## config.mk

```make
export PLATFORM = sky130hd
export DESIGN_NAME = gesture_encoder
export DESIGN_NICKNAME = d
export VERILOG_FILES = /design/src/rtl/gesture_pkg.sv /design/src/rtl/finger_hysteresis.sv /design/src/rtl/gesture_encoder.sv
export SDC_FILE = /design/constraint.sdc
export NUM_CORES = 1
export LEC_CHECK = 0
export CAP_MARGIN = 25
export CORE_MARGIN = 5
export CORE_UTILIZATION = 45
export DETAILED_ROUTE_END_ITERATION = 12
export DONT_BUFFER_PORTS = 1
export SLEW_MARGIN = 20
export SYNTH_ARGS = -nofsm -noshare
export SYNTH_HDL_FRONTEND = slang
export SYNTH_SLANG_ARGS = --single-unit
```

## constraint.sdc

```tcl
create_clock -name clk -period 2.25 [get_ports clk]
set_input_delay 0.1125 -clock clk [delete_from_list [all_inputs] [get_ports clk]]
set_output_delay 0.1125 -clock clk [all_outputs]
set_load 0.02 [all_outputs]
```

## src/rtl/gesture_pkg.sv

```systemverilog
// -----------------------------------------------------------------------------
// gesture_pkg
// Shared definitions for the gesture interface (encoder and decoder sides).
//  - Gesture codes driven on the 8-bit gesture bus.
//  - Finger channel indices (thumb..pinky).
//  - Encoder FSM state type.
//  - gesture_of(): maps a 5-bit bent vector {pinky,ring,middle,index,thumb}
//    to a gesture code.
// -----------------------------------------------------------------------------
package gesture_pkg;

    localparam logic [7:0] GEST_NONE     = 8'h00;
    localparam logic [7:0] GEST_ROCK     = 8'h01;
    localparam logic [7:0] GEST_PAPER    = 8'h02;
    localparam logic [7:0] GEST_SCISSORS = 8'h03;

    localparam int FINGER_THUMB  = 0;
    localparam int FINGER_INDEX  = 1;
    localparam int FINGER_MIDDLE = 2;
    localparam int FINGER_RING   = 3;
    localparam int FINGER_PINKY  = 4;
    localparam int NUM_FINGERS   = 5;

    typedef enum logic [1:0] {
        COLLECT  = 2'd0,
        CLASSIFY = 2'd1,
        UPDATE   = 2'd2
    } enc_state_t;

    function automatic logic [7:0] gesture_of(input logic [4:0] bent);
        logic [7:0] code;
        case (bent)
            5'b11111: code = GEST_ROCK;
            5'b00000: code = GEST_PAPER;
            5'b11001: code = GEST_SCISSORS;   // thumb, ring, pinky bent
            default:  code = GEST_NONE;
        endcase
        return code;
    endfunction

endpackage

```

## src/rtl/finger_hysteresis.sv

```systemverilog
// -----------------------------------------------------------------------------
// finger_hysteresis
// Bent/extended classifier for one finger with a hold band between BEND_LO
// and BEND_HI (both thresholds themselves are inside the hold band).
// Ports:
//  clk    in   1       system clock
//  reset  in   1       synchronous active-high reset (bent -> 0)
//  en     in   1       evaluate data this cycle
//  data   in   DATA_W  unsigned ADC sample
//  bent   out  1       registered bent state
// -----------------------------------------------------------------------------
module finger_hysteresis #(
    parameter int DATA_W  = 12,
    parameter int BEND_HI = 2600,
    parameter int BEND_LO = 1800
) (
    input  logic              clk,
    input  logic              reset,
    input  logic              en,
    input  logic [DATA_W-1:0] data,
    output logic              bent
);

    localparam logic [DATA_W-1:0] HI_TH = DATA_W'(BEND_HI);
    localparam logic [DATA_W-1:0] LO_TH = DATA_W'(BEND_LO);

    logic bent_d;
    logic bent_q;

    // Next bent state: only leave the current state when outside the hold band
    always_comb begin
        bent_d = bent_q;
        if (en) begin
            if (data > HI_TH) begin
                bent_d = 1'b1;
            end else if (data < LO_TH) begin
                bent_d = 1'b0;
            end else begin
                bent_d = bent_q;
            end
        end else begin
            bent_d = bent_q;
        end
    end

    // Bent state register
    always_ff @(posedge clk) begin
        if (reset) begin
            bent_q <= 1'b0;
        end else begin
            bent_q <= bent_d;
        end
    end

    assign bent = bent_q;

endmodule

```

## src/rtl/gesture_encoder.sv

```systemverilog
// -----------------------------------------------------------------------------
// gesture_encoder
// Transmit side of the gesture interface. Collects a five-channel flex-sensor
// frame, classifies each finger with hysteresis, maps the pattern to a gesture
// code and debounces it over STABLE_FRAMES consecutive frames.
// Ports:
//  clk            in   1       system clock
//  reset          in   1       synchronous active-high reset
//  sample_valid   in   1       sample offered (accepted with sample_ready)
//  sample_ch      in   3       channel 0..4 = thumb..pinky, 5..7 dropped
//  sample_data    in   DATA_W  ADC reading for sample_ch
//  sample_ready   out  1       sample can be accepted this cycle
//  finger_bent    out  5       per-finger hysteresis state
//  gesture        out  8       committed gesture code
//  gesture_valid  out  1       one-cycle pulse when gesture changes
//  frame_err      out  1       one-cycle pulse when a partial frame is dropped
// -----------------------------------------------------------------------------
module gesture_encoder
    import gesture_pkg::*;
#(
    parameter int DATA_W        = 12,
    parameter int BEND_HI       = 2600,
    parameter int BEND_LO       = 1800,
    parameter int STABLE_FRAMES = 4
) (
    input  logic              clk,
    input  logic              reset,
    input  logic              sample_valid,
    input  logic [2:0]        sample_ch,
    input  logic [DATA_W-1:0] sample_data,
    output logic              sample_ready,
    output logic [4:0]        finger_bent,
    output logic [7:0]        gesture,
    output logic              gesture_valid,
    output logic              frame_err
);

    localparam int               CNT_W      = $clog2(STABLE_FRAMES + 1);
    localparam logic [CNT_W-1:0] STABLE_CNT = CNT_W'(STABLE_FRAMES);
    localparam logic [CNT_W-1:0] CNT_ONE    = CNT_W'(1);

    enc_state_t        state_q, state_d;
    logic              sample_ready_q, sample_ready_d;
    logic [3:0]        seen_q, seen_d;
    logic [DATA_W-1:0] slot_q [NUM_FINGERS];
    logic [DATA_W-1:0] slot_d [NUM_FINGERS];
    logic [7:0]        cand_q, cand_d;
    logic [CNT_W-1:0]  cnt_q, cnt_d;
    logic [7:0]        gesture_q, gesture_d;
    logic              gesture_valid_q, gesture_valid_d;
    logic              frame_err_q, frame_err_d;

    logic              accept_s;
    logic              pinky_s;
    logic              frame_done_s;
    logic              frame_bad_s;
    logic              hyst_en_s;
    logic              update_s;
    logic [4:0]        finger_bent_s;
    logic [7:0]        class_s;
    logic [CNT_W-1:0]  cnt_next_s;

    // sample_ready is registered, so accepts can only happen in COLLECT
    assign accept_s     = sample_valid & sample_ready_q;
    assign pinky_s      = accept_s && (sample_ch == 3'(FINGER_PINKY));
    assign frame_done_s = pinky_s && (seen_q == 4'b1111);
    assign frame_bad_s  = pinky_s && (seen_q != 4'b1111);

    // FSM state register
    always_ff @(posedge clk) begin
        if (reset) begin
            state_q <= COLLECT;
        end else begin
            state_q <= state_d;
        end
    end

    // FSM next-state logic
    always_comb begin
        state_d = state_q;
        case (state_q)
            COLLECT: begin
                if (frame_done_s) begin
                    state_d = CLASSIFY;
                end else begin
                    state_d = COLLECT;
                end
            end
            CLASSIFY: state_d = UPDATE;
            UPDATE:   state_d = COLLECT;
            default:  state_d = COLLECT;
        endcase
    end

    // FSM output decode; ready is computed one cycle ahead and registered
    always_comb begin
        sample_ready_d = (state_d == COLLECT);
        hyst_en_s      = (state_q == CLASSIFY);
        update_s       = (state_q == UPDATE);
    end

    // Sample slots, seen mask and frame error detection
    always_comb begin
        seen_d      = seen_q;
        frame_err_d = 1'b0;
        for (int i = 0; i < NUM_FINGERS; i++) begin
            slot_d[i] = slot_q[i];
        end
        if (update_s) begin
            seen_d = 4'b0000;
        end else if (accept_s) begin
            if (sample_ch <= 3'(FINGER_PINKY)) begin
                slot_d[sample_ch] = sample_data;
            end else begin
                slot_d[0] = slot_q[0];
            end
            if (sample_ch < 3'(FINGER_PINKY)) begin
                seen_d[sample_ch[1:0]] = 1'b1;
            end else if (frame_bad_s) begin
                seen_d      = 4'b0000;
                frame_err_d = 1'b1;
            end else begin
                seen_d = seen_q;
            end
        end else begin
            seen_d = seen_q;
        end
    end

    // Debounce: count consecutive identical classifications, commit on change
    always_comb begin
        class_s         = gesture_of(finger_bent_s);
        cand_d          = cand_q;
        cnt_d           = cnt_q;
        cnt_next_s      = cnt_q;
        gesture_d       = gesture_q;
        gesture_valid_d = 1'b0;
        if (update_s) begin
            if (class_s == cand_q) begin
                // saturate so a long-held gesture never wraps back to 0
                if (cnt_q == STABLE_CNT) begin
                    cnt_next_s = cnt_q;
                end else begin
                    cnt_next_s = cnt_q + CNT_ONE;
                end
            end else begin
                cnt_next_s = CNT_ONE;
            end
            cand_d = class_s;
            cnt_d  = cnt_next_s;
            if ((cnt_next_s == STABLE_CNT) && (class_s != gesture_q)) begin
                gesture_d       = class_s;
                gesture_valid_d = 1'b1;
            end else begin
                gesture_d = gesture_q;
            end
        end else begin
            cand_d = cand_q;
        end
    end

    // Datapath and output registers
    always_ff @(posedge clk) begin
        if (reset) begin
            sample_ready_q  <= 1'b0;
            seen_q          <= 4'b0000;
            cand_q          <= GEST_NONE;
            cnt_q           <= '0;
            gesture_q       <= GEST_NONE;
            gesture_valid_q <= 1'b0;
            frame_err_q     <= 1'b0;
            for (int i = 0; i < NUM_FINGERS; i++) begin
                slot_q[i] <= '0;
            end
        end else begin
            sample_ready_q  <= sample_ready_d;
            seen_q          <= seen_d;
            cand_q          <= cand_d;
            cnt_q           <= cnt_d;
            gesture_q       <= gesture_d;
            gesture_valid_q <= gesture_valid_d;
            frame_err_q     <= frame_err_d;
            for (int i = 0; i < NUM_FINGERS; i++) begin
                slot_q[i] <= slot_d[i];
            end
        end
    end

    for (genvar g = 0; g < NUM_FINGERS; g++) begin : g_finger
        finger_hysteresis #(
            .DATA_W  (DATA_W),
            .BEND_HI (BEND_HI),
            .BEND_LO (BEND_LO)
        ) u_hyst (
            .clk   (clk),
            .reset (reset),
            .en    (hyst_en_s),
            .data  (slot_q[g]),
            .bent  (finger_bent_s[g])
        );
    end

    assign sample_ready  = sample_ready_q;
    assign finger_bent   = finger_bent_s;
    assign gesture       = gesture_q;
    assign gesture_valid = gesture_valid_q;
    assign frame_err     = frame_err_q;

endmodule
```

# ---- Yosys cells after proc, flatten, opt, wreduce, memory -nomap -nowiden
# Memory sizes are Yosys's and may differ from the RTL's.
# Index checks and enable logic that the tools add are counted.
# Widths: inputs -> output; s select.
dict set report totals {
  regBits 33
  out_inout_bits 16
  mem_bits_rw 60
  memories 1
  wordCells 114
  inputBits 18
}
dict set report classes {
  order_cmp 16
  muxes 37
  add_sub_neg 1
  bitwise 10
  eq_ne 11
  reduce_logical 25
}
# name depth width rd rd_clocked_by_memory_dff wr line_no
set mem_list {}
lappend mem_list {slot_q 5 12 5 0 5 gesture_encoder.sv:45} ;# logic [DATA_W-1:0] slot_q [NUM_FINGERS];
# operator n
set op_table {}
lappend op_table {{$mux 60} 2}
lappend op_table {{$mux 12} 7}
lappend op_table {{$bwmux 60} 1}
lappend op_table {{$gt 12x12->1 const B} 5}
lappend op_table {{$lt 12x11->1 const B} 5}
lappend op_table {{$mux 48} 1}
lappend op_table {{$demux 12 s3} 1}
lappend op_table {{$mux 1} 17}
lappend op_table {{$reduce_and 2->1} 7}
lappend op_table {{$reduce_bool 2->1} 6}
lappend op_table {{$eq 5x5->1 const B} 2}
lappend op_table {{$eq 3x3->1 const B} 3}
lappend op_table {{$mux 3} 3}
lappend op_table {{$eq 8x8->1} 1}
lappend op_table {{$mux 4} 2}
lappend op_table {{$ne 8x8->1} 1}
lappend op_table {{$logic_and 1x1->1} 6}
lappend op_table {{$pmux 2 s3} 1}
lappend op_table {{$logic_not 5->1} 1}
lappend op_table {{$or 1x1->1} 5}
lappend op_table {{$eq 4x4->1 const B} 1}
lappend op_table {{$ge 4x4->1 const B} 1}
lappend op_table {{$logic_not 2->1} 2}
lappend op_table {{$lt 4x1->1 const B} 1}
lappend op_table {{other kinds (16)} 18}

# ---- Longest topological paths before layout
# Gate-level depths: netlist of run 1.
dict set report logic_depth {
  depth_word 10
  mapped_depth 7
  mapped_depth_nobuf 7
}

# ---- By module
# Synthesis of run 1 repeated with hierarchy kept, for this count alone.
dict set report unflattened {
  cells_unflattened 382
  hier_area_um2 3607.2
}
# module instances area_each_um2 cells_each seq_area_each_um2
set by_module_without_submodules {}
lappend by_module_without_submodules {gesture_encoder 1 2962.8 307 1521.5}
lappend by_module_without_submodules {finger_hysteresis 5 128.9 15 20.0}

# ---- Worst setup path after synthesis of run 1
# No wires, ideal clock.
dict set report synth_timing {
  path_type {register to register}
  startpoint {reg g_finger[3].u_hyst.bent_q}
  endpoint {reg gesture_q[0] (netlist: gesture[0])}
  required_time_ps 2119
  arrival_time_ps 1809
  setup_ps 131
  slack_ps 311
  n_path_buf 0
  path_stages_with_launch 7
  cell_sequence {dfxtp_1 or3_1 a211o_1 xnor2_1 a211oi_2 a211o_1 o41ai_2}
}
dict set report synth_between {
  elab_chain_cells 8
}
# item line_no
set synth_rtl {}
lappend synth_rtl {{from (decl)} finger_hysteresis.sv:28} ;# logic bent_q;
lappend synth_rtl {{from (signal assigned)} finger_hysteresis.sv:51} ;# bent_q <= bent_d;
lappend synth_rtl {{$eq 5x5->1 or $logic_not 5->1 (tied branches)} gesture_pkg.sv:32} ;# case (bent)
lappend synth_rtl {{$pmux 2 s3 *} gesture_pkg.sv:32}
lappend synth_rtl {{$eq 8x8->1} gesture_encoder.sv:139} ;# if (class_s == cand_q) begin
lappend synth_rtl {{$mux 3} gesture_encoder.sv:139}
lappend synth_rtl {{$mux 3} gesture_encoder.sv:138} ;# if (update_s) begin
lappend synth_rtl {{$eq 3x3->1} gesture_encoder.sv:151} ;# if ((cnt_next_s == STABLE_CNT) && (class_s != gesture_q)) begin
lappend synth_rtl {{$logic_and 1x1->1} gesture_encoder.sv:151}
lappend synth_rtl {{$reduce_and 2->1 (no line)} n/a}
lappend synth_rtl {{to (signal assigned)} gesture_encoder.sv:180} ;# gesture_q <= gesture_d;
lappend synth_rtl {{to (decl)} gesture_encoder.sv:49} ;# logic [7:0] gesture_q, gesture_d;
# Mark *: on every way between the ends. The rest lies on a longest branch, timed or not. The select of a mux whose other input is x is not followed.
# A chain may end at the register's enable or synchronous reset.

# ---- Final worst setup path of run 1
# Same ends and word-level chain as after synthesis.

==> run_results.csv, run 1 <==
group,metric,value,unit
sta,layout_setup_ws,0.2148,ns
synth,muxShareOfSynthArea,10.31,%
critical_path,end_kind,"register",
grt,grt_pass1_wl,13.91,mm
power,power_density,689.1,nW/µm²
synth,post_synth_xor_area_fraction,1.003,%
place,placement.io_buffers,0,
clocking,clkLatencyLatePin,0.34,ns
clocking,post_cts_setup_buffer_count,0,
synth,synth_warnings,0,
sta,timing_max_transition_violations_final,0,
synth,largest_family_of_logic_cells_by_synthesized_area,"simple AND/OR/NAND/NOR gates",
die,area_enclosed_by_the_die_boundary,9629,µm²
power,power_leakage,0.001500,µW
power,pwr-share-clk,41.5,%
sta,finalSetupViolations,0,
power,total_switching_power,612.6,µW
sta,final_hold_viol_count,0,
detailed_routing,met3_wirelength,594,µm
detailed_routing,route.top_layer_used,"met4",
run_status,run_status,"finished, final reports clean",
detailed_routing,vias,2720,
synth,ys_seq_area_share,46.40,%
detailed_routing,drt-pass1-iter-count,4,
die,core_area,7647,µm²
clocking,cts.clk_slew.worst_paths,0.08,ns
clocking,cts_sinks,81,
synth,synth_simple_gate_area_share,19.55,%
die,ios,34,
sta,grt_setup_unrepaired,"no",
clocking,cts_tree,"done",
finish,relative_area_change_from_synthesis_to_final_layout,13.10,%
critical_path,timing.critical_path.required,2.48,ns
finish,fin_nets,425,
place,gpl.final_weighted_congestion,0.7826,
synth,dominantRegCellSynth,"sky130_fd_sc_hd__dfxtp_1",
detailed_routing,route.layer.met1.wl,3.903,mm
power,power.share.switching,22.49,%
sta,fin_crit,2.035,ns
place,post_placement_cell_count,480,
clocking,numCtsBuffers,9,
place,half_perimeter_wire_length_of_the_detailed_placement_result,5.322,mm
synth,synth_area_per_cell,8.870,µm²
synth,synth_seq_cells,81,
synth,postSynthCellCount,394,
sta,slew_headroom,64.06,%
sta,worst_slew_pin_slew,0.5390,ns
detailed_routing,route.detailed.drc,0,
finish,stdcell_area,3953,µm²
grt,track_usage,18.11,%
detailed_routing,average_routed_wire_per_standard_cell,16.06,µm
grt,grt-ovfl-total,0,
detailed_routing,first_iter_violations,215,
place,placedInstanceArea,3555,µm²
critical_path,critPathLaunchType,"register",
synth,synth_compound_gate_area_share,16.76,%
critical_path,crit_path_max_fanout,6,
sta,worst_clock_skew,0.004251,ns
synth,synth_adder_area_share,0.7161,%
power,largest_voltage_drop_on_the_vdd_net,396.0,µV
clocking,clock-root-buffer,"sky130_fd_sc_hd__clkbuf_8",
sta,final.setup.tns,0,ns
synth,post_synth_num_cell_types,48,
clocking,htreeDepth,3,
worst_hold_path,min-delay-path-class,"input port to register",
power,combinationalPowerShare,4.9,%
synth,netlist_area,3495,µm²
detailed_routing,met2_length,3.683,mm
finish,finalNonFillerCells,513,
power,sequentialPowerShare,53.6,%
detailed_routing,wl,8.241,mm
detailed_routing,postRouteAntennaNets,0,
critical_path,arrival_time_reported_for_the_critical_path_endpoint,2.26,ns
finish,drive_gt1_share,9.512,%
finish,layout.filler_cells,733,
die,chipHeight,98.13,µm
place,dp_slack,0.1241,ns
sta,fmaxAchievable,491.4,MHz
critical_path,timing.setup.critical_path_class,"register to register",
synth,number_of_flops_mapped_to_enable_cells_by_yosys,0,
power,intPower,2111,µW
die,die-width,98.13,µm
sta,final_min_period_over_clock_period,90.45,%
die,floorplan.rows,32,
power,design_power_total,2724,µW
grt,grt_antenna_before_repair,1,
flow_run,maxCapViolations,0,
detailed_routing,post_drt_via_cell_ratio,5.302,
grt,vias_in_the_first_global_route,2579,
die,initial_core_util,45.70,%
synth,ys_async_sr_fraction,0,%
grt,maximum_number_of_pins_on_one_net_before_global_route_repair,81,
clocking,cts.path.max_buffers,2,
cells by family (layout without fill, tap and decap cells):
logic type,after synthesis,count (layout)
multiplexers,36,36
other,1,7
XOR/XNOR,4,4
adder cells (fa/ha/maj),2,2
flip-flops,81,81
buffers and inverters,36,47
AO/OA/AOI/OAI,83,83
AND/OR/NAND/NOR,151,151
cell usage after synthesis (all sizes together), types with 3 or more instances:
| library cell | instances | area, µm² |
|---|---|---|
| dfxtp | 81 | 1622 |
| nor2 | 60 | 225.2 |
| nand2 | 47 | 183.9 |
| a21oi | 37 | 185.2 |
| mux2i | 36 | 360.4 |
| nand3 | 18 | 102.6 |
| clkbuf | 16 | 60.06 |
| buf | 15 | 101.3 |
| o21ai | 12 | 60.06 |
| nor3 | 9 | 45.04 |
| o31ai | 6 | 50.05 |
| a311o | 5 | 50.05 |
| inv | 5 | 18.77 |
| o31a | 5 | 43.79 |
| a211o | 3 | 26.28 |
| nand2b | 3 | 18.77 |
| nor2b | 3 | 18.77 |
| xnor2 | 3 | 26.28 |
worst paths after layout:
| path | startpoint | to | slack (ns) | cells after the start |
|---|---|---|---|---|
| max reg2reg | g_finger[3].u_hyst.bent | gesture[0] | 0.21 | 6 |
| min reg2reg | slot_q[0][26] | slot_q[0][26] | 0.46 | 2 |
| min | sample_ch[2] | state_q[0] | 0.03 | 3 |
| max | g_finger[3].u_hyst.bent | gesture[0] | 0.21 | 6 |
state kept, by name (all words and copies together), names as in the netlist:
register / cells
slot_q: 60
g_finger.u_hyst.bent: 5
seen_q: 4
cnt_q: 3
cand_q: 2
gesture: 2
state_q: 2
frame_err: 1
gesture_valid: 1
sample_ready: 1
placed cells by master, fill, tap and decap left out, types with 6 or more instances in the layout:
cell type                       netlist  final
sky130_fd_sc_hd__nor2_1              60     60
sky130_fd_sc_hd__nand2_1             46     46
sky130_fd_sc_hd__conb_1               1      6
sky130_fd_sc_hd__buf_4               11     10
sky130_fd_sc_hd__nand3_1             17     17
sky130_fd_sc_hd__mux2i_1             36     36
sky130_fd_sc_hd__dfxtp_1             81     80
sky130_fd_sc_hd__nor3_1               9      9
sky130_fd_sc_hd__o21ai_0             12     12
sky130_fd_sc_hd__a21oi_1             37     37
sky130_fd_sc_hd__dlygate4sd3_1        0     15
sky130_fd_sc_hd__clkbuf_8             0      9
area by class of cell:
| type | count | area [µm²] | area share, % |
|---|---|---|---|
| Multi-Input combinational cell | 282 | 1719 | 43.49 |
| Sequential cell | 81 | 1623 | 41.06 |
| Timing Repair Buffer | 26 | 252.7 | 6.394 |
| Tap cell | 102 | 127.6 | 3.229 |
| Clock buffer | 9 | 123.9 | 3.134 |
| Clock inverter | 7 | 85.08 | 2.153 |
| Inverter | 5 | 18.77 | 0.4748 |
| Antenna cell | 1 | 2.502 | 0.06331 |
routing by layer:
layer	vias to the layer above	global-route usage, %
met3	6	5.929
li1	1378	-
met2	70	26.81
met5	-	0
met4	0	3.195
met1	1266	26.08
critical path: stages, from the launching register on:
cell                       delay (ns)
sky130_fd_sc_hd__dfxtp_2         0.37
sky130_fd_sc_hd__or3_1           0.41
sky130_fd_sc_hd__a211o_1         0.36
sky130_fd_sc_hd__xnor2_1         0.15
sky130_fd_sc_hd__a211oi_2        0.38
sky130_fd_sc_hd__a211o_1         0.20
sky130_fd_sc_hd__o41ai_2         0.06
timing repair:
item                                   CTS  global route
hold buffers                            16             0
gates resized for setup                  0             2
endpoints found under the hold margin   79             0
setup endpoints to repair                0             2
through the flow:
step | hold slack, ns | utilization (%)
floorplan | 0.2485 | -
global placement | 0.1894 | 46.48
detailed placement | 0.1948 | 46.48
CTS | 0.01375 | 51.54
global route | 0.01866 | 51.69
finish | 0.02904 | 51.69
power by group through the flow:
| stage | Combinational [µW] | Clock [µW] | Sequential [µW] |
|---|---|---|---|
| final | 134 | 1130 | 1460 |
| after global routing | 147 | 1230 | 1460 |
| after CTS | 134 | 1160 | 1460 |
| after detailed placement | 62.7 | 0 | 1490 |
| after global placement | 61.7 | 0 | 1490 |
| after floorplan | 81.6 | 0 | 1490 |
(Power assumes the default switching activity.)
==> run 2: changes to the inputs <==
--- a/config.mk
+++ b/config.mk
@@ -10,6 +10,7 @@
 export CORE_UTILIZATION = 45
 export DETAILED_ROUTE_END_ITERATION = 12
 export DONT_BUFFER_PORTS = 1
+export GPL_ROUTABILITY_DRIVEN = 0
 export SLEW_MARGIN = 20
 export SYNTH_ARGS = -nofsm -noshare
 export SYNTH_HDL_FRONTEND = slang
==> constraint.sdc (replaced) <==
create_clock -name clk -period 2.25 [get_ports clk]
set_input_delay 0.225 -clock clk [delete_from_list [all_inputs] [get_ports clk]]
set_output_delay 0.225 -clock clk [all_outputs]
set_load 0.1 [all_outputs]
==> run_results.csv, run 2 (synthesized netlist as in run 1, its figures left out) <==
group,metric,value,unit
run_status,run_status,"finished, final reports clean",
clocking,cts_sinks,81,
sta,hold_slack,0.01570,ns
sta,final_hold_viol_count,0,
finish,layout.filler_cells,749,
grt,maximum_number_of_pins_on_one_net_before_global_route_repair,78,
finish,drive_gt1_share,10.39,%
sta,layout_setup_ws,0.1643,ns
finish,multi_input_comb_area,1712,µm²
critical_path,crit_path_frequent_cell,"sky130_fd_sc_hd__a211o_1",
detailed_routing,route.top_layer_used,"met4",
grt,grt_antenna_before_repair,0,
critical_path,timing.critical_path.required,2.48,ns
place,placement.io_buffers,0,
clocking,cts.path.max_buffers,2,
power,largest_voltage_drop_on_the_vdd_net,500.8,µV
die,floorplan.rows,32,
clocking,clkLatencyLatePin,0.35,ns
critical_path,arrival_time_reported_for_the_critical_path_endpoint,2.31,ns
finish,num_antenna_cells,0,
sta,fmaxAchievable,479.5,MHz
grt,vias_in_the_first_global_route,2397,
flow_run,maxCapViolations,0,
detailed_routing,wl,8.181,mm
critical_path,critPathLaunchType,"register",
sta,final.setup.tns,0,ns
clocking,htreeDepth,3,
detailed_routing,drt-pass1-iter-count,4,
sta,timing_max_transition_violations_final,0,
grt,grt_pass1_wl,12.75,mm
finish,largest-register,"slot_q",
critical_path,crit_path_max_fanout,6,
detailed_routing,route.detailed.drc,0,
sta,fin_crit,2.086,ns
sta,slew_headroom,47.47,%
die,die-width,98.13,µm
detailed_routing,route.layer.met1.wl,3.710,mm
detailed_routing,met3_wirelength,598,µm
clocking,cts.clk_slew.worst_paths,0.08,ns
sta,worst_clock_skew,0.006882,ns
finish,mostFrequentLayoutCells,"sky130_fd_sc_hd__dfxtp_1, sky130_fd_sc_hd__nor2_1, sky130_fd_sc_hd__nand2_1, sky130_fd_sc_hd__a21oi_1, sky130_fd_sc_hd__mux2i_1",
power,power_leakage,0.001516,µW
finish,stdcell_area,3956,µm²
die,core_area,7647,µm²
detailed_routing,post_drt_via_cell_ratio,5.295,
critical_path,timing.setup.critical_path_class,"register to register",
place,post_placement_cell_count,485,
finish,fin_nets,429,
place,dp_slack,0.1795,ns
clocking,post_cts_resized,0,
clocking,clock-root-buffer,"sky130_fd_sc_hd__clkbuf_8",
detailed_routing,average_routed_wire_per_standard_cell,15.85,µm
place,half_perimeter_wire_length_of_the_detailed_placement_result,5.265,mm
die,chipHeight,98.13,µm
clocking,numCtsBuffers,9,
grt,track_usage,17.00,%
place,placedInstanceArea,3593,µm²
die,area_enclosed_by_the_die_boundary,9629,µm²
critical_path,cpPeakStageDelay,0.43,ns
die,ios,34,
finish,relative_area_change_from_synthesis_to_final_layout,13.21,%
worst_hold_path,min-delay-path-class,"input port to register",
detailed_routing,first_iter_violations,229,
critical_path,worst-path-buf-inv,0,
detailed_routing,postRouteAntennaNets,0,
detailed_routing,vias,2732,
finish,finalNonFillerCells,516,
critical_path,crit_slowest_cell,"sky130_fd_sc_hd__or3_1",
sta,grt_setup_unrepaired,"no",
finish,area.sequential,1623,µm²
critical_path,path_cells,"or3_1 > a211o_1 > xnor2_1 > a211oi_2 > a211o_1 > o41ai_2",
detailed_routing,met2_length,3.776,mm
grt,grt-ovfl-total,0,
power,power_density,672.0,nW/µm²
critical_path,critical_path.top_delay_family,"compound AO/OA/AOI/OAI gates",
die,initial_core_util,45.70,%
finish,largest_register_ffs,60,
sta,worst_slew_pin_slew,0.7880,ns
critical_path,reg2reg_slack,0.16,ns
critical_path,end_kind,"register",
sta,finalSetupViolations,0,
finish,layout.cells.most_common,"sky130_fd_sc_hd__dfxtp_1",
sta,final_min_period_over_clock_period,92.70,%
clocking,cts_tree,"done",
==> run 2: repair_timing <==
action,4_1_cts,5_1_grt
endpoints found under the hold margin,77,4
hold buffers,12,3
buffers inserted,0,0
==> run 2: through the flow <==
stage,total power [µW],utilization (%)
3_3_place_gp,1598,46.99
6_report,2658,51.73
5_1_grt,2781,51.73
4_1_cts,2692,51.34
3_5_place_dp,1599,46.99
2_1_floorplan,1614,-
==> run 2: final timing paths <==
kind | start | cells past startpoint | endpoint
min reg2reg | slot_q[0][26] | 2 | slot_q[0][26]
max | g_finger[3].u_hyst.bent | 6 | gesture[0]
min | sample_data[7] | 2 | slot_q[0][55]
max reg2reg | g_finger[3].u_hyst.bent | 6 | gesture[0]
==> run 2: per-layer routing <==
layer / GRT usage (%) / vias to the layer above
met1: 22.31 / 1271
li1: - / 1386
met3: 6.643 / 10
met4: 4.473 / 0
met2: 26.23 / 65
met5: 0 / -
==> run 2: power breakdown <==
part	total, µW	switching, µW	internal, µW
registers	1460	9.75	1450
clock network	1040	527	512
logic	161	112	48.6
total	2660	649	2010
==> run 2: cell type report <==
cell class	count	share of cell area, %
multi-input cells	282	43.26
clock inverters	7	1.803
well taps	102	3.226
clock buffers	9	3.131
inverters	5	0.4744
flip-flops and latches	81	41.02
repair buffers	30	7.084
==> run 3: changes to the inputs <==
--- a/config.mk
+++ b/config.mk
@@ -5,6 +5,7 @@
 export SDC_FILE = /design/constraint.sdc
 export NUM_CORES = 1
 export LEC_CHECK = 0
+export ABC_AREA = 1
 export CAP_MARGIN = 25
 export CORE_MARGIN = 5
 export CORE_UTILIZATION = 45
==> run_results.csv, run 3 <==
group,metric,value,unit
run_status,run_status,"finished, final reports clean",
finish,finalNonFillerCells,607,
power,power_leakage,0.001511,µW
sta,grt_setup_unrepaired,"no",
sta,final_hold_viol_count,0,
critical_path,critPathLaunchType,"register",
power,total_switching_power,665.6,µW
place,placement.io_buffers,0,
clocking,numCtsBuffers,9,
synth,synth_common_cells,"sky130_fd_sc_hd__dfxtp_1, sky130_fd_sc_hd__nor2_1, sky130_fd_sc_hd__o21ai_0",
grt,vias_in_the_first_global_route,2962,
critical_path,crit_path_max_fanout,17,
clocking,clkLatencyLatePin,0.35,ns
finish,relative_area_change_from_synthesis_to_final_layout,9.482,%
grt,track_usage,18.71,%
sta,slew_headroom,55.35,%
grt,grt_antenna_before_repair,0,
grt,grt_pass1_wl,14.60,mm
synth,ranking_of_synthesized_cells_by_area,"sky130_fd_sc_hd__dfxtp_1, sky130_fd_sc_hd__o21ai_0, sky130_fd_sc_hd__nor2_1",
finish,fin_nets,520,
detailed_routing,post_drt_via_cell_ratio,5.196,
power,power_density,721.8,nW/µm²
detailed_routing,wl,8.850,mm
die,die-width,99.47,µm
sta,hold_slack,0.01764,ns
place,dp_slack,0.6535,ns
worst_hold_path,min-delay-path-class,"input port to register",
critical_path,arrival_time_reported_for_the_critical_path_endpoint,1.85,ns
clocking,clock-root-buffer,"sky130_fd_sc_hd__clkbuf_8",
synth,synth_warnings,0,
sta,finalSetupViolations,0,
synth,synth.largest_area_cell,"sky130_fd_sc_hd__dfxtp_1",
power,sequentialPowerShare,51.7,%
die,floorplan.rows,32,
place,post_placement_cell_count,590,
clocking,cts.path.max_buffers,2,
finish,largest_register_ffs,60,
synth,synth_seq_cells,81,
synth,synth.top_cell.area_share,45.02,%
sta,final_min_period_over_clock_period,72.21,%
clocking,htreeDepth,3,
finish,utilization,50.77,%
synth,yosysMostFrequentCell,"sky130_fd_sc_hd__dfxtp_1",
power,largest_voltage_drop_on_the_vdd_net,419.1,µV
clocking,cts.clk_slew.worst_paths,0.08,ns
synth,netlist_area,3602,µm²
critical_path,end_kind,"register",
clocking,cts_tree,"done",
detailed_routing,postRouteAntennaNets,0,
sta,fmaxAchievable,615.5,MHz
sta,worst_slew_pin_slew,0.6675,ns
synth,dominantRegCellSynth,"sky130_fd_sc_hd__dfxtp_1",
place,half_perimeter_wire_length_of_the_detailed_placement_result,6.208,mm
die,initial_core_util,46.38,%
detailed_routing,drt-pass1-iter-count,6,
power,combinationalPowerShare,5.9,%
sta,timing_max_transition_violations_final,0,
finish,drive_gt1_share,8.911,%
die,chipHeight,99.47,µm
sta,worst_clock_skew,0.006116,ns
critical_path,timing.critical_path.required,2.48,ns
critical_path,timing.setup.critical_path_class,"register to register",
synth,postSynthCellCount,495,
power,pwr-share-clk,42.4,%
clocking,post_cts_setup_buffer_count,0,
sta,fin_crit,1.625,ns
die,ios,34,
power,intPower,2181,µW
finish,largest-register,"slot_q",
detailed_routing,average_routed_wire_per_standard_cell,14.58,µm
flow_run,maxCapViolations,0,
grt,grt-ovfl-total,0,
sta,final.setup.tns,0,ns
synth,number_of_flops_mapped_to_enable_cells_by_yosys,0,
grt,maximum_number_of_pins_on_one_net_before_global_route_repair,50,
synth,ys_seq_area_share,45.02,%
synth,ys_async_sr_fraction,0,%
finish,layout.cells.most_common,"sky130_fd_sc_hd__dfxtp_1",
clocking,post_cts_resized,0,
detailed_routing,vias,3154,
die,core_area,7767,µm²
synth,post_synth_num_cell_types,31,
synth,synth_area_per_cell,7.277,µm²
die,area_enclosed_by_the_die_boundary,9894,µm²
finish,mostFrequentLayoutCells,"sky130_fd_sc_hd__dfxtp_1, sky130_fd_sc_hd__nor2_1, sky130_fd_sc_hd__o21ai_0, sky130_fd_sc_hd__inv_1, sky130_fd_sc_hd__nand2_1",
detailed_routing,route.detailed.drc,0,
finish,num_antenna_cells,0,
sta,layout_setup_ws,0.6253,ns
power,power.share.switching,23.38,%
detailed_routing,first_iter_violations,192,
clocking,cts_sinks,81,
==> run 3: cell count changes in the layout (fill, tap and decap cells not counted), moves of 13 or more <==
cell and delta:
sky130_fd_sc_hd__nor2_1 +15, sky130_fd_sc_hd__nand3_1 +28, sky130_fd_sc_hd__inv_1 +50, sky130_fd_sc_hd__o21ai_0 +53
sky130_fd_sc_hd__nor4_1 +17, sky130_fd_sc_hd__mux2i_1 -36, sky130_fd_sc_hd__dlygate4sd3_1 -13
==> run 3: path summary, 6_finish.rpt <==
kind / startpoint / endpoint / slack [ns] / depth (start not counted)
worst min register to register: slot_q[0][49] / slot_q[0][49] / 0.47 / 2
worst min-delay path: sample_data[6] / slot_q[0][6] / 0.02 / 2
worst max-delay path: sample_ready / slot_q[0][9] / 0.63 / 7
worst max register to register: sample_ready / slot_q[0][9] / 0.63 / 7
==> run 3: power groups by stage <==
stage               sequential [µW]  combinational (µW)  clock [µW]
finish                         1470                 168        1210
global route                   1470                 187        1280
global placement               1500                 159           0
CTS                            1470                 167        1230
floorplan                      1510                 143           0
detailed placement             1500                 161           0
==> run 3: area by class of cell <==
cell class              instances  area (µm²)
clock inverters                 4       75.07
multi-input cells             335        1633
inverters                      59       224.0
well taps                     102       127.6
flip-flops and latches         81        1622
repair buffers                 14       107.6
clock buffers                  12       155.1
fillers                       780        3824
==> run 3: worst max-delay path: stages, from the launching register on <==
cell and delay (ns):
sky130_fd_sc_hd__dfxtp_1 0.35, sky130_fd_sc_hd__nand2_1 0.16, sky130_fd_sc_hd__nor2_4 0.20, sky130_fd_sc_hd__inv_2 0.06, sky130_fd_sc_hd__nor3_4 0.25, sky130_fd_sc_hd__inv_2 0.19
sky130_fd_sc_hd__o21ai_0 0.23, sky130_fd_sc_hd__a21oi_1 0.06
==> run 3: repair_timing <==
| action | in CTS | in global routing |
|---|---|---|
| endpoints found under the hold margin | 16 | 0 |
| hold buffers | 1 | 0 |
| setup endpoints to repair | 0 | 0 |
==> run 3: metrics by stage <==
| step | power, µW | instance area, µm² |
|---|---|---|
| 3_3_place_gp | 1664 | 3704 |
| 4_1_cts | 2866 | 3944 |
| 5_1_grt | 2946 | 3944 |
| 3_5_place_dp | 1666 | 3704 |
| 2_1_floorplan | 1652 | 3621 |
| 6_report | 2846 | 3944 |
==> run 3: logic make-up after synthesis <==
family                     Yosys count  share of synthesized area (%)
and+or+nand+nor                    211                          27.37
AOI/OAI and AO/OA                  115                          16.39
buffers and inverters               84                          10.18
DFF                                 81                          45.02
adders and majority gates            2                         0.6946
xor gates and xnor gates             1                         0.2432
other                                1                         0.1041
==> run 3: routing by layer <==
| metal | global-route usage (%) | part of all wire, % | up-vias |
|---|---|---|---|
| li1 | - | - | 1642 |
| met2 | 29.24 | 46 | 64 |
| met5 | 0 | 0 | - |
| met1 | 25.21 | 47 | 1434 |
| met3 | 3.576 | 5.3 | 14 |
| met4 | 8.088 | 2.0 | 0 |
